### src/rtl/uart_cmd_parser_pkg.sv
// Shared definitions for the UART command-frame parser.
//   state_t     : frame FSM state encodings
//   err_code_t  : drop-reason codes reported on o_Err_Code
//   SYNC_BYTE_DEF : default start-of-frame marker
package uart_cmd_parser_pkg;

  typedef enum logic [2:0] {
    HUNT        = 3'd0,
    GET_CMD     = 3'd1,
    GET_LEN     = 3'd2,
    GET_PAYLOAD = 3'd3,
    GET_CSUM    = 3'd4
  } state_t;

  typedef logic [1:0] err_code_t;

  localparam err_code_t ERR_NONE    = 2'd0;
  localparam err_code_t ERR_LEN     = 2'd1;
  localparam err_code_t ERR_CSUM    = 2'd2;
  localparam err_code_t ERR_TIMEOUT = 2'd3;

  localparam logic [7:0] SYNC_BYTE_DEF = 8'hA5;

endpackage

### src/rtl/uart_cmd_parser_timeout.sv
// Inter-byte timeout counter for the command parser.
//   clk, rst_n : clock, async active-low reset
//   clear      : hold the counter at zero (parser idle)
//   enable     : count clocks while a frame is open
//   byte_stb   : a byte arrived this cycle; restarts the count and vetoes expiry
//   expire     : single-cycle pulse, TIMEOUT_CLKS clocks after the last byte
module uart_byte_timeout #(
  parameter int TIMEOUT_CLKS = 50000
) (
  input  logic clk,
  input  logic rst_n,
  input  logic clear,
  input  logic enable,
  input  logic byte_stb,
  output logic expire
);

  localparam int CW = (TIMEOUT_CLKS > 1) ? $clog2(TIMEOUT_CLKS) : 1;
  localparam logic [CW-1:0] TC_LAST = CW'(TIMEOUT_CLKS - 1);

  logic [CW-1:0] cnt_q;

  // A byte in the expiry cycle wins over the timeout.
  assign expire = enable && !byte_stb && (cnt_q == TC_LAST);

  always_ff @(posedge clk or negedge rst_n) begin
    if (!rst_n) begin
      cnt_q <= '0;
    end else if (clear || byte_stb || expire) begin
      cnt_q <= '0;
    end else if (enable) begin
      cnt_q <= cnt_q + 1'b1;
    end
  end

endmodule

### src/rtl/uart_cmd_parser.sv
// UART command-frame parser: SYNC, CMD, LEN, PAYLOAD[LEN], CSUM.
// Good frames are committed to registered outputs; bad frames are dropped,
// reported and counted.
//   clk, rst_n     : clock, async active-low reset
//   i_Rx_Valid/Data: one-cycle byte strobe from the UART receiver
//   i_Err_Clr      : synchronous clear of o_Err_Count
//   o_Frame_Valid  : one-cycle pulse on commit of a good frame
//   o_Cmd/Len/Payload : last good frame (payload byte k at [8k+7:8k])
//   o_Err, o_Err_Code, o_Err_Count : drop pulse, reason, saturating count
//
// state       | meaning
// ------------+-----------------------------------------------
// HUNT        | idle, waiting for SYNC_BYTE
// GET_CMD     | next byte is the command ID
// GET_LEN     | next byte is payload length
// GET_PAYLOAD | collecting payload into the shadow buffer
// GET_CSUM    | next byte is the checksum; commit or drop
module uart_cmd_parser
  import uart_cmd_parser_pkg::*;
#(
  parameter int         MAX_LEN      = 8,
  parameter int         TIMEOUT_CLKS = 50000,
  parameter logic [7:0] SYNC_BYTE    = SYNC_BYTE_DEF
) (
  input  logic                 clk,
  input  logic                 rst_n,
  input  logic                 i_Rx_Valid,
  input  logic [7:0]           i_Rx_Data,
  input  logic                 i_Err_Clr,
  output logic                 o_Frame_Valid,
  output logic [7:0]           o_Cmd,
  output logic [7:0]           o_Len,
  output logic [8*MAX_LEN-1:0] o_Payload,
  output logic                 o_Err,
  output logic [1:0]           o_Err_Code,
  output logic [7:0]           o_Err_Count
);

  localparam logic [7:0] MAX_LEN_B = 8'(MAX_LEN);

  state_t               state_q;
  logic [7:0]           cmd_q;
  logic [7:0]           len_q;
  logic [7:0]           idx_q;
  logic [7:0]           xor_q;
  logic [8*MAX_LEN-1:0] shadow_q;

  logic      tmo_expire;
  logic      err_fire;
  logic      commit_fire;
  err_code_t err_code_d;

  uart_byte_timeout #(
    .TIMEOUT_CLKS(TIMEOUT_CLKS)
  ) u_timeout (
    .clk     (clk),
    .rst_n   (rst_n),
    .clear   (state_q == HUNT),
    .enable  (state_q != HUNT),
    .byte_stb(i_Rx_Valid),
    .expire  (tmo_expire)
  );

  // Frame outcome for this cycle; feeds the registered pulses and counter.
  always_comb begin
    err_fire    = 1'b0;
    err_code_d  = ERR_NONE;
    commit_fire = 1'b0;
    if (i_Rx_Valid) begin
      case (state_q)
        GET_LEN: begin
          if (i_Rx_Data > MAX_LEN_B) begin
            err_fire   = 1'b1;
            err_code_d = ERR_LEN;
          end
        end
        GET_CSUM: begin
          if (i_Rx_Data == xor_q) begin
            commit_fire = 1'b1;
          end else begin
            err_fire   = 1'b1;
            err_code_d = ERR_CSUM;
          end
        end
        default: ;
      endcase
    end else if (tmo_expire) begin
      err_fire   = 1'b1;
      err_code_d = ERR_TIMEOUT;
    end
  end

  always_ff @(posedge clk or negedge rst_n) begin
    if (!rst_n) begin
      state_q       <= HUNT;
      cmd_q         <= '0;
      len_q         <= '0;
      idx_q         <= '0;
      xor_q         <= '0;
      shadow_q      <= '0;
      o_Frame_Valid <= 1'b0;
      o_Cmd         <= '0;
      o_Len         <= '0;
      o_Payload     <= '0;
      o_Err         <= 1'b0;
      o_Err_Code    <= '0;
      o_Err_Count   <= '0;
    end else begin
      o_Frame_Valid <= commit_fire;
      o_Err         <= err_fire;

      if (commit_fire) begin
        o_Cmd     <= cmd_q;
        o_Len     <= len_q;
        o_Payload <= shadow_q;
      end

      if (err_fire) begin
        o_Err_Code <= err_code_d;
      end

      // Clear has priority but still records a coincident error.
      if (i_Err_Clr) begin
        o_Err_Count <= {7'd0, err_fire};
      end else if (err_fire && (o_Err_Count != 8'hFF)) begin
        o_Err_Count <= o_Err_Count + 8'd1;
      end

      if (i_Rx_Valid) begin
        case (state_q)
          HUNT: begin
            if (i_Rx_Data == SYNC_BYTE) state_q <= GET_CMD;
          end
          GET_CMD: begin
            cmd_q   <= i_Rx_Data;
            xor_q   <= i_Rx_Data;
            state_q <= GET_LEN;
          end
          GET_LEN: begin
            if (i_Rx_Data > MAX_LEN_B) begin
              state_q <= HUNT;
            end else begin
              len_q    <= i_Rx_Data;
              xor_q    <= xor_q ^ i_Rx_Data;
              idx_q    <= '0;
              shadow_q <= '0;
              state_q  <= (i_Rx_Data == 8'd0) ? GET_CSUM : GET_PAYLOAD;
            end
          end
          GET_PAYLOAD: begin
            for (int k = 0; k < MAX_LEN; k++) begin
              if (idx_q == 8'(k)) shadow_q[8*k +: 8] <= i_Rx_Data;
            end
            xor_q <= xor_q ^ i_Rx_Data;
            if (idx_q == len_q - 8'd1) begin
              state_q <= GET_CSUM;
            end else begin
              idx_q <= idx_q + 8'd1;
            end
          end
          GET_CSUM: begin
            state_q <= HUNT;
          end
          default: begin
            state_q <= HUNT;
          end
        endcase
      end else if (tmo_expire) begin
        state_q <= HUNT;
      end
    end
  end

endmodule
### config.mk
export PLATFORM = sky130hd
export DESIGN_NAME = uart_cmd_parser
export DESIGN_NICKNAME = d
export VERILOG_FILES = /design/src/rtl/uart_cmd_parser_pkg.sv /design/src/rtl/uart_cmd_parser_timeout.sv /design/src/rtl/uart_cmd_parser.sv
export SDC_FILE = /design/constraint.sdc
export NUM_CORES = 1
export LEC_CHECK = 0
export ABC_AREA = 1
export BUFFER_PORTS_ARGS = -buffer_cell sky130_fd_sc_hd__buf_2
export CORE_MARGIN = 2
export CORE_UTILIZATION = 50
export DETAILED_ROUTE_END_ITERATION = 8
export PLACE_DENSITY_LB_ADDON = 0.05
export SLEW_MARGIN = 20
export SYNTH_ARGS = -nofsm -noshare
export SYNTH_HDL_FRONTEND = slang
export SYNTH_SLANG_ARGS = --single-unit
### constraint.sdc
create_clock -name clk -period 2 [get_ports clk]
set_clock_uncertainty 0.15 [all_clocks]
set_input_delay 0.3 -clock clk [delete_from_list [all_inputs] [get_ports clk]]
set_output_delay 0.3 -clock clk [all_outputs]
set_load 0.02 [all_outputs]
==> results of run 1 <==
## layer usage
metal | vias up | global-route usage (%) | part of all wire, %
li1 | 3662 | - | -
met1 | 3463 | 31.3 | 47
met2 | 139 | 37.0 | 47
met3 | 35 | 4.20 | 4.2
met4 | 0 | 4.71 | 2.3
met5 | - | 0 | 0
## stage by stage
| step | worst slack (ns) | power [W] |
|---|---|---|
| 2_1_floorplan | 0.106 | 0.00684 |
| 3_3_place_gp | 0.0532 | 0.00756 |
| 3_5_place_dp | 0.0295 | 0.00761 |
| 4_1_cts | 0.00260 | 0.0116 |
| 5_1_grt | -0.0361 | 0.0126 |
| 6_report | 0.0968 | 0.0119 |
## sequential cells by signal (all words and copies together), names as in the netlist
register	cells
o_Err_Code	2
o_Err	1
o_Payload	64
cmd_q	8
idx_q	8
o_Len	8
o_Frame_Valid	1
shadow_q	64
u_timeout.cnt_q	16
xor_q	8
len_q	8
o_Err_Count	8
state_q	3
o_Cmd	8
## worst reg2reg max path: cells and delay by family, from the launching register on
family                   cells  cell delay (ns)
AND/OR/NAND/NOR             11             0.80
adder cells (fa/ha/maj)      1             0.27
buffers and inverters        2             0.20
flip-flops                   1             0.38
## worst max-delay path by stage
stage / from / to / slack, ns / depth (start not counted)
after floorplan: len_q[0]$_DFFE_PN0P_ / idx_q[2]$_DFFE_PN0P_ / 0.11 / 15
after global placement: state_q[2]$_DFFE_PN0P_ / o_Err_Count[0]$_DFFE_PN0P_ / 0.05 / 10
after detailed placement: idx_q[0]$_DFFE_PN0P_ / shadow_q[20]$_DFFE_PN0P_ / 0.03 / 7
after CTS: i_Rx_Data[7] / shadow_q[43]$_DFFE_PN0P_ / 0.003 / 11
after global routing: len_q[2]$_DFFE_PN0P_ / idx_q[3]$_DFFE_PN0P_ / -0.04 / 13
final: len_q[1]$_DFFE_PN0P_ / idx_q[3]$_DFFE_PN0P_ / 0.1 / 14
## timing repair
item / CTS / global route
cloned: 0 / 5
pin swaps: 0 / 17
resized for setup: 1 / 89
endpoints found under the setup margin: 3 / 93
hold buffers: 5 / 0
buffers inserted: 0 / 13
hold endpoints to repair: 105 / 0
## power by group
| group | internal [W] | switching (W) | leakage (nW) |
|---|---|---|---|
| clock | 0.00230 | 0.00161 | 0.342 |
| sequential | 0.00478 | 0.000380 | 2.83 |
| combinational | 0.00107 | 0.00181 | 2.77 |
| total | 0.00815 | 0.00380 | 5.93 |
## layout make-up
cell class | instances | area [µm²] | share of cell area [%]
Multi-Input combinational cell | 739 | 3690 | 32.6
Sequential cell | 207 | 5180 | 45.8
Inverter | 68 | 259 | 2.29
Clock buffer | 31 | 624 | 5.52
Tap cell | 225 | 282 | 2.49
Timing Repair Buffer | 173 | 1210 | 10.7
Clock inverter | 6 | 66.3 | 0.586
## synthesized netlist by cell type, types with 2 or more instances
library cell / count
a21oi_1: 7
buf_1: 2
buf_2: 10
buf_6: 8
clkbuf_1: 13
dfrtp_1: 207
ha_1: 7
inv_1: 66
inv_2: 2
nand2_1: 432
nand2_2: 5
nand3_1: 36
nand4_1: 20
nor2_1: 67
nor3_1: 15
nor3b_1: 8
nor4_1: 3
o21ai_0: 28
o21ai_1: 59
o21ai_2: 11
xnor2_1: 13
xor2_1: 14
## cells by family after synthesis
group           count (synthesis)  share of synthesized area [%]
simple gates                  591                           26.8
flops                         207                           57.8
compound gates                110                           6.77
buf+inv                       101                           5.04
xor+xnor                       27                           2.64
fa+ha+maj                       7                          0.977
==> summary.txt, run 1 <==
Status
  – Outcome: completed

Timing
  – RSZ-0062 raised after global routing: true
  – Final Hold Viols: 0
  – Final Max Tran Viols: 0
  – Worst hold slack: 0.0355 ns
  – Worst slew margin: 68.3%
  – Slew @ Worst Pin: 0.475 ns
  – Fmax: 0.525 GHz
  – Final min period: 1.90 ns
  – Fin crit share: 95.2%
  – Total negative slack: 0 ns
  – Setup violators final: 0

Logic synthesis
  – Fraction of registers with async set/reset: 100%
  – Synthesized net count: 1062
  – Syn Inst Count: 1043
  – Area leader, netlist: dfrtp_1
  – Top FF cell, synth: dfrtp_1
  – Post-synth top area share: 57.8%
  – Synthesized flop and latch total: 207
  – Top cells by area, synth: dfrtp_1 58%, nand2_1 18%, o21ai_1 3.3%, nor2_1 2.8%, inv_1 2.8%
  – Yosys warning total: 0
  – Sequential fraction of the synthesis area: 57.8%
  – EDFF count, synth: 0
  – Mapped Area: 8970 µm²
  – Avg Inst Size Synth: 8.60 µm²
  – Cell variety after synth: 32

Worst setup path
  – CP max stage delay: 0.38 ns
  – CP top delay family: simple AND/OR/NAND/NOR gates
  – CP dominant cell by count: nand2_1
  – CP Cell Sequence: inv_2 > ha_4 > nand2_1 > nand2_1 > nand2_1 > nor2_1 > nand3_1 > nor2_1 > nand2_1 > nand2_2 > nand2_4 > buf_8 > nand3_2 > nand2_2
  – CP required: 2.25 ns
  – WS Path Type: reg -> reg
  – Worst setup EP type: flip-flop
  – Reg2reg start: len_q[1]$_DFFE_PN0P_
  – Critical path peak fanout: 8
  – Slowest library cell on the worst path: dfrtp_1
  – Crit path DAT: 2.16 ns
  – Worst setup SP type: flip-flop
  – Reg2reg setup slack: 0.1 ns
  – Reg2reg end: idx_q[3]$_DFFE_PN0P_
  – Buf/Inv on CP: 2
  – Cells on worst reg2reg path: 14

Floorplan
  – Initial core utilization: 51.5%
  – Die Y: 138 µm
  – # rows: 48
  – Top Ports: 104
  – Die area: 19000 µm²
  – Floorplan die width: 138 µm
  – CORE AREA: 17400 µm²

Min path
  – Hold depth: 3
  – Worst Hold End: cmd_q[5]$_DFFE_PN0P_
  – Class of the most critical hold timing path: in -> reg
  – Hold Crit Start: i_Rx_Data[5]

Clock tree
  – CTS clock-pin slew for the worst setup and hold paths: 0.06 ns
  – Clock root cell: clkbuf_16
  – TritonCTS Buffers: 22
  – # clock sinks: 207
  – Clk buf depth: 3
  – Htree depth: 1
  – CTS tree: built
  – Worst skew pair latency: 0.51 ns

Job
  – Max cap viols: 0

Placed design
  – Area after DPL: 10100 µm²
  – Post-DP HPWL: 14000 µm
  – I/O Buffers: 103
  – Dpl cells: 1389
  – RePlAce Congestion: 0.840

Detailed routing
  – DRC Markers: 0
  – Drt initial violations: 378
  – Post-route ant nets: 0
  – DRT Wirelength: 21900 µm
  – Wire per inst: 15.1 µm
  – DR vias: 7299
  – Vias/cell: 5.04
  – DRT Pass-1 Iters: 5

Pwr
  – PD cells: 1060 nW/µm²
  – Peak supply drop: 0.662 mV
  – Lkg Pwr: 5.93 nW

Global route
  – Gr ovfl total: 0
  – Total track usage: 22.5%
  – Largest net degree at the start of global routing: 89
  – Initial antenna violation count: 0
  – First-pass GRT wire length: 33800 µm
  – Vias in the first global route: 6872

Layout
  – Layout cells sized above 1: 23.3%
  – Fin util: 65.0%
  – Area Growth Syn to Fin: 26.2%
  – Final std cells w/o fill: 1449
  – Final instance area: 11300 µm²
  – Inserted Diodes: 0
  – Commonest cells after routing, fill and taps aside: 415 x nand2_1, 204 x dfrtp_1, 102 x buf_2
  – Fillers: 1511
  – Most common cell after layout, fill and taps aside: nand2_1
  – # nets final: 1230
(Power assumes the default switching activity.)
==> inputs of run 2 (changes only) <==
PLACE_DENSITY = 0.68   (was unset)
PLACE_DENSITY_LB_ADDON = unset   (was 0.05)
==> summary.txt, run 2 (same netlist as run 1, synthesis figures left out) <==
Status
  – Outcome: completed

Pwr
  – Sequential Power Share: 43.3%
  – Clock Power Share: 35.1%
  – Sw Pwr: 0.00370 W
  – Int Power: 0.00825 W
  – Lkg Pwr: 5.81 nW
  – Combinational share of power: 21.5%
  – Peak supply drop: 0.741 mV
  – PD cells: 1090 nW/µm²
  – Sw Ratio: 31.0%
  – Total power: 0.0120 W

Placed design
  – RePlAce Congestion: 0.837
  – I/O Buffers: 103
  – Post-DP HPWL: 13700 µm

Worst setup path
  – Reg2reg start: len_q[1]$_DFFE_PN0P_
  – Worst setup EP type: flip-flop
  – Slowest library cell on the worst path: dfrtp_1
  – Crit. path cell count: 15
  – Worst setup SP type: flip-flop
  – Crit path DAT: 2.23 ns
  – CP Cell Sequence: inv_1 > ha_1 > inv_1 > nand2_1 > nand2_1 > nor2_1 > nor2_1 > nand3_1 > nor2_1 > nand2_1 > nand2_2 > nand2_4 > buf_8 > nand3_2 > nand2_2
  – CP required: 2.25 ns
  – CP max stage delay: 0.37 ns
  – CP top delay family: simple AND/OR/NAND/NOR gates
  – Buf/Inv on CP: 3
  – Cells on worst reg2reg path: 15
  – Setup crit start: len_q[1]$_DFFE_PN0P_
  – WS Path Type: reg -> reg
  – Critical path peak fanout: 8

Timing
  – Fmax: 0.503 GHz
  – Setup violators final: 0
  – Final Max Tran Viols: 0
  – Slew @ Worst Pin: 0.516 ns
  – Fin crit share: 99.3%
  – Final Hold Viols: 0
  – Worst slew margin: 65.5%
  – RSZ-0062 raised after global routing: true
  – Final min period: 1.99 ns

Job
  – Max cap viols: 0

Floorplan
  – Floorplan die width: 138 µm
  – CORE AREA: 17400 µm²
  – Top Ports: 104
  – Initial core utilization: 51.5%
  – # rows: 48
  – Die Y: 138 µm
  – Die area: 19000 µm²

Detailed routing
  – DR vias: 7245
  – Vias/cell: 5.08
  – DRT Wirelength: 20500 µm
  – Wire per inst: 14.4 µm
  – Drt initial violations: 508
  – DRC Markers: 0
  – Post-route ant nets: 0
  – DRT Pass-1 Iters: 5

Layout
  – Fin util: 63.2%
  – Largest registers: o_Payload x64, shadow_q x64, u_timeout.cnt_q x16
  – Layout cells sized above 1: 20.6%
  – Commonest cells after routing, fill and taps aside: 416 x nand2_1, 207 x dfrtp_1, 102 x buf_2
  – Area Growth Syn to Fin: 22.7%
  – # nets final: 1204
  – Inserted Diodes: 0
  – Most common cell after layout, fill and taps aside: nand2_1

Global route
  – Gr ovfl total: 0
  – Largest net degree at the start of global routing: 48
  – Initial antenna violation count: 0
  – Total track usage: 21.7%
  – Vias in the first global route: 6891
  – First-pass GRT wire length: 33400 µm

Clock tree
  – Htree depth: 1
  – Clk buf depth: 3
  – CTS tree: built
  – CTS clock-pin slew for the worst setup and hold paths: 0.06 ns
  – Worst skew pair latency: 0.50 ns
  – Clock root cell: clkbuf_16
  – TritonCTS Buffers: 23
  – # clock sinks: 207

Min path
  – Class of the most critical hold timing path: in -> reg
  – Hold Crit Start: i_Rx_Data[6]
  – Hold depth: 3
[run 2: path summary, 6_finish.rpt]
kind	to	slack [ns]
worst max register to register	idx_q[7]$_DFFE_PN0P_	0.01
worst max-delay path	idx_q[7]$_DFFE_PN0P_	0.01
min in group asynchronous	o_Payload[14]$_DFFE_PN0P_	0.14
worst min register to register	u_timeout.cnt_q[0]$_DFFE_PN0P_	0.31
max in group asynchronous	shadow_q[6]$_DFFE_PN0P_	0.95
worst min-delay path	cmd_q[6]$_DFFE_PN0P_	0.04
[run 2: what timing repair did]
item                       CTS  global route
gates cloned                 0             3
pin swaps                    0            19
hold buffers                 4             0
hold endpoints to repair   210             0
setup endpoints to repair   13            94
resized for setup            2            56
buffers inserted             0             3
[run 2: final cells by class]
cell class,instances,area (µm²)
clock buffers,35,701
clock inverters,7,67.6
fillers,1485,6410
inverters,68,259
multi-input cells,737,3530
flip-flops and latches,207,5180
well taps,225,282
repair buffers,147,976
repair inverters,1,5.00
[run 2: worst reg2reg max path: cells and delay by family, from the launching register on]
family	cells	cell delay, ns
adder cells (fa/ha/maj)	1	0.25
AND/OR/NAND/NOR	11	0.81
flip-flops	1	0.37
buffers and inverters	3	0.29
[run 2: metal layers]
layer | up-vias | part of all wire, % | global-route usage [%]
li1 | 3620 | - | -
met1 | 3426 | 46 | 30.1
met2 | 153 | 47 | 35.5
met3 | 46 | 4.7 | 3.11
met4 | 0 | 2.4 | 6.52
met5 | - | 0 | 0
[run 2: stage by stage]
step | setup TNS (ns) | worst slack, ns | instances | cell area (µm²) | hold slack, ns
floorplan | 0 | 0.106 | 1043 | 8970 | -0.146
global placement | -0.00648 | -0.00648 | 1375 | 9930 | 0.109
detailed placement | -0.0772 | -0.0153 | 1375 | 9930 | 0.112
CTS | 0 | 0.000119 | 1421 | 10700 | 0.00643
global route | -2.98 | -0.140 | 1427 | 11000 | 0.0573
finish | 0 | 0.0130 | 1427 | 11000 | 0.0406
[run 2: power groups by stage]
stage / registers [W] / logic, W / clock network [W]
final: 0.00518 / 0.00257 / 0.00420
after global routing: 0.00525 / 0.00291 / 0.00446
after CTS: 0.00517 / 0.00234 / 0.00428
after detailed placement: 0.00524 / 0.00230 / 0
after global placement: 0.00522 / 0.00226 / 0
after floorplan: 0.00518 / 0.00166 / 0
==> inputs of run 3 (changes only) <==
ABC_AREA = 0   (was 1)
==> summary.txt, run 3 <==
Worst setup path
  – Setup crit start: idx_q[6]$_DFFE_PN0P_
  – Worst setup SP type: flip-flop
  – Crit path DAT: 2.53 ns
  – Worst setup EP type: flip-flop
  – WS Path Type: reg -> reg
  – Reg2reg start: idx_q[6]$_DFFE_PN0P_
  – Critical path peak fanout: 5
  – CP required: 2.23 ns

Pwr
  – Lkg Pwr: 6.14 nW
  – Peak supply drop: 0.766 mV
  – PD cells: 984 nW/µm²

Detailed routing
  – DRT Pass-1 Iters: 4
  – DR vias: 6574
  – Post-route ant nets: 0
  – DRC Markers: 0
  – Drt initial violations: 329
  – Wire per inst: 16.0 µm
  – Vias/cell: 5.11
  – DRT Wirelength: 20500 µm

Floorplan
  – Initial core utilization: 51.5%
  – Die Y: 138 µm
  – CORE AREA: 17400 µm²
  – # rows: 48
  – Top Ports: 104
  – Floorplan die width: 138 µm
  – Die area: 19000 µm²

Job
  – Max cap viols: 0

Logic synthesis
  – Top cells by area, synth: dfrtp_1 58%, nand2_1 11%, mux2_2 9.4%, xnor2_1 2.1%, xor2_1 2.1%
  – Most frequent cell after synthesis: nand2_1
  – Synthesized flop and latch total: 207
  – Sequential fraction of the synthesis area: 57.8%
  – Mapped Area: 8970 µm²
  – Post-synth top area share: 57.8%
  – Synth Area in Compound Gates: 4.27%
  – Cell variety after synth: 56
  – Fraction of registers with async set/reset: 100%
  – Post-synthesis simple-gate area fraction: 20.1%
  – Area leader, netlist: dfrtp_1
  – Synthesized net count: 866
  – Top cells by count, synth: 273 x nand2_1, 207 x dfrtp_1, 75 x mux2_2
  – Adder-Cell Fraction of Synth Area: 0.977%
  – Multiplexer share of the synthesized area: 9.86%
  – Yosys warning total: 0
  – EDFF count, synth: 0
  – Avg Inst Size Synth: 10.6 µm²
  – Largest family of logic cells by synthesized area: simple AND/OR/NAND/NOR gates
  – XOR/XNOR Fraction of Synth Area: 4.38%
  – Top FF cell, synth: dfrtp_1
  – Syn Inst Count: 847

Placed design
  – Placement Setup Slack: -0.284 ns
  – RePlAce Congestion: 0.897
  – Area after DPL: 10500 µm²
  – Post-DP HPWL: 13300 µm
  – I/O Buffers: 103

Clock tree
  – Htree depth: 1
  – CTS clock-pin slew for the worst setup and hold paths: 0.06 ns
  – CTS tree: built
  – TritonCTS Buffers: 22
  – Clk buf depth: 3
  – Worst skew pair latency: 0.50 ns
  – # clock sinks: 207
  – Clock root cell: clkbuf_16

Timing
  – Final Max Tran Viols: 0
  – Slew @ Worst Pin: 0.835 ns
  – Fin crit share: 115%
  – Fmax: 0.434 GHz
  – RSZ-0062 raised after global routing: true
  – Worst slew margin: 44.1%
  – Final Hold Viols: 0
  – Final min period: 2.30 ns
  – Final worst slack: -0.302 ns
  – Setup violators final: 82

Layout
  – Area Growth Syn to Fin: 30.1%
  – Commonest cells after routing, fill and taps aside: 271 x nand2_1, 205 x dfrtp_1, 102 x buf_2
  – Final instance area: 11700 µm²
  – Most common cell after layout, fill and taps aside: nand2_1
  – Largest registers: o_Payload x64, shadow_q x64, u_timeout.cnt_q x16
  – Layout cells sized above 1: 36.1%
  – Inserted Diodes: 0
  – # nets final: 1067

Global route
  – Initial antenna violation count: 0
  – Total track usage: 21.5%
  – Vias in the first global route: 6234
  – First-pass GRT wire length: 32200 µm
  – Gr ovfl total: 0
  – Largest net degree at the start of global routing: 75

Status
  – Outcome: finished, violations left
  – Violated checks: setup timing

Min path
  – Class of the most critical hold timing path: in -> reg
  – Hold Crit Start: i_Rx_Data[0]
==> run 3: logic make-up after synthesis <==
group | count (synthesis)
AOI/OAI and AO/OA | 52
xor gates and xnor gates | 44
adders and majority gates | 7
DFF | 207
and+or+nand+nor | 402
muxes | 79
buffers and inverters | 56
==> run 3: timing repair <==
item / in CTS / in global routing
setup buffers: 5 / 14
resized for setup: 21 / 55
pin swaps: 9 / 35
setup endpoints to repair: 150 / 135
endpoints found under the hold margin: 217 / 0
cloned: 1 / 1
hold buffers: 4 / 0
==> run 3: cell type report <==
cell class                 instances  area [µm²]
fill                            1383        5750
sequential                       207        5180
inverter                          10        40.0
tap                              225         282
clock inverter                     5        27.5
clock buffer                      33         653
multi-input combinational        585        3870
timing repair buffer             222        1610
==> run 3: worst paths after layout <==
check                                                  end  slack, ns  cells past startpoint
worst min register to register   o_Payload[15]$_DFFE_PN0P_       0.31                      2
max in group asynchronous         shadow_q[39]$_DFFE_PN0P_       0.91                      3
min in group asynchronous       o_Err_Count[6]$_DFFE_PN0P_       0.12                      2
worst min-delay path                  cmd_q[0]$_DFFE_PN0P_       0.05                      3
worst max-delay path              shadow_q[41]$_DFFE_PN0P_      -0.30                      6
worst max register to register    shadow_q[41]$_DFFE_PN0P_      -0.30                      6
==> run 3: metal layers <==
metal | up-vias | routed length, µm | track usage [%]
li1 | 3188 | - | -
met1 | 3233 | 9730 | 31.7
met2 | 127 | 9560 | 34.1
met3 | 26 | 898 | 2.78
met4 | 0 | 365 | 5.27
met5 | - | 0 | 0
==> run 3: report_power, final <==
group	leakage, nW	internal, W	total (W)	switching, W
registers	2.84	0.00477	0.00514	0.000372
logic	2.97	0.00128	0.00250	0.00121
clock network	0.335	0.00225	0.00384	0.00159
total	6.14	0.00829	0.0115	0.00318
==> run 3: metrics by stage <==
step / TNS, ns / hold WS, ns / power (W) / util [%] / instances
final: -18.14 / 0.0488 / 0.0115 / 67.0 / 1287
after global routing: -24.37 / 0.0333 / 0.0120 / 67.0 / 1287
after CTS: -18.17 / 0.0285 / 0.0113 / 65.0 / 1275
after detailed placement: -32.01 / 0.0690 / 0.00741 / 60.0 / 1227
after global placement: -30.19 / 0.0714 / 0.00734 / 60.0 / 1227
after floorplan: -13.54 / -0.146 / 0.00658 / - / 847
==> run 3: critical path, stage by stage (launching register included) <==
cell and delay, ns:
dfrtp_1 0.38, or4_4 0.58, nor3b_4 0.32, a21oi_2 0.12
nor2_4 0.20, buf_12 0.14, mux2_4 0.29
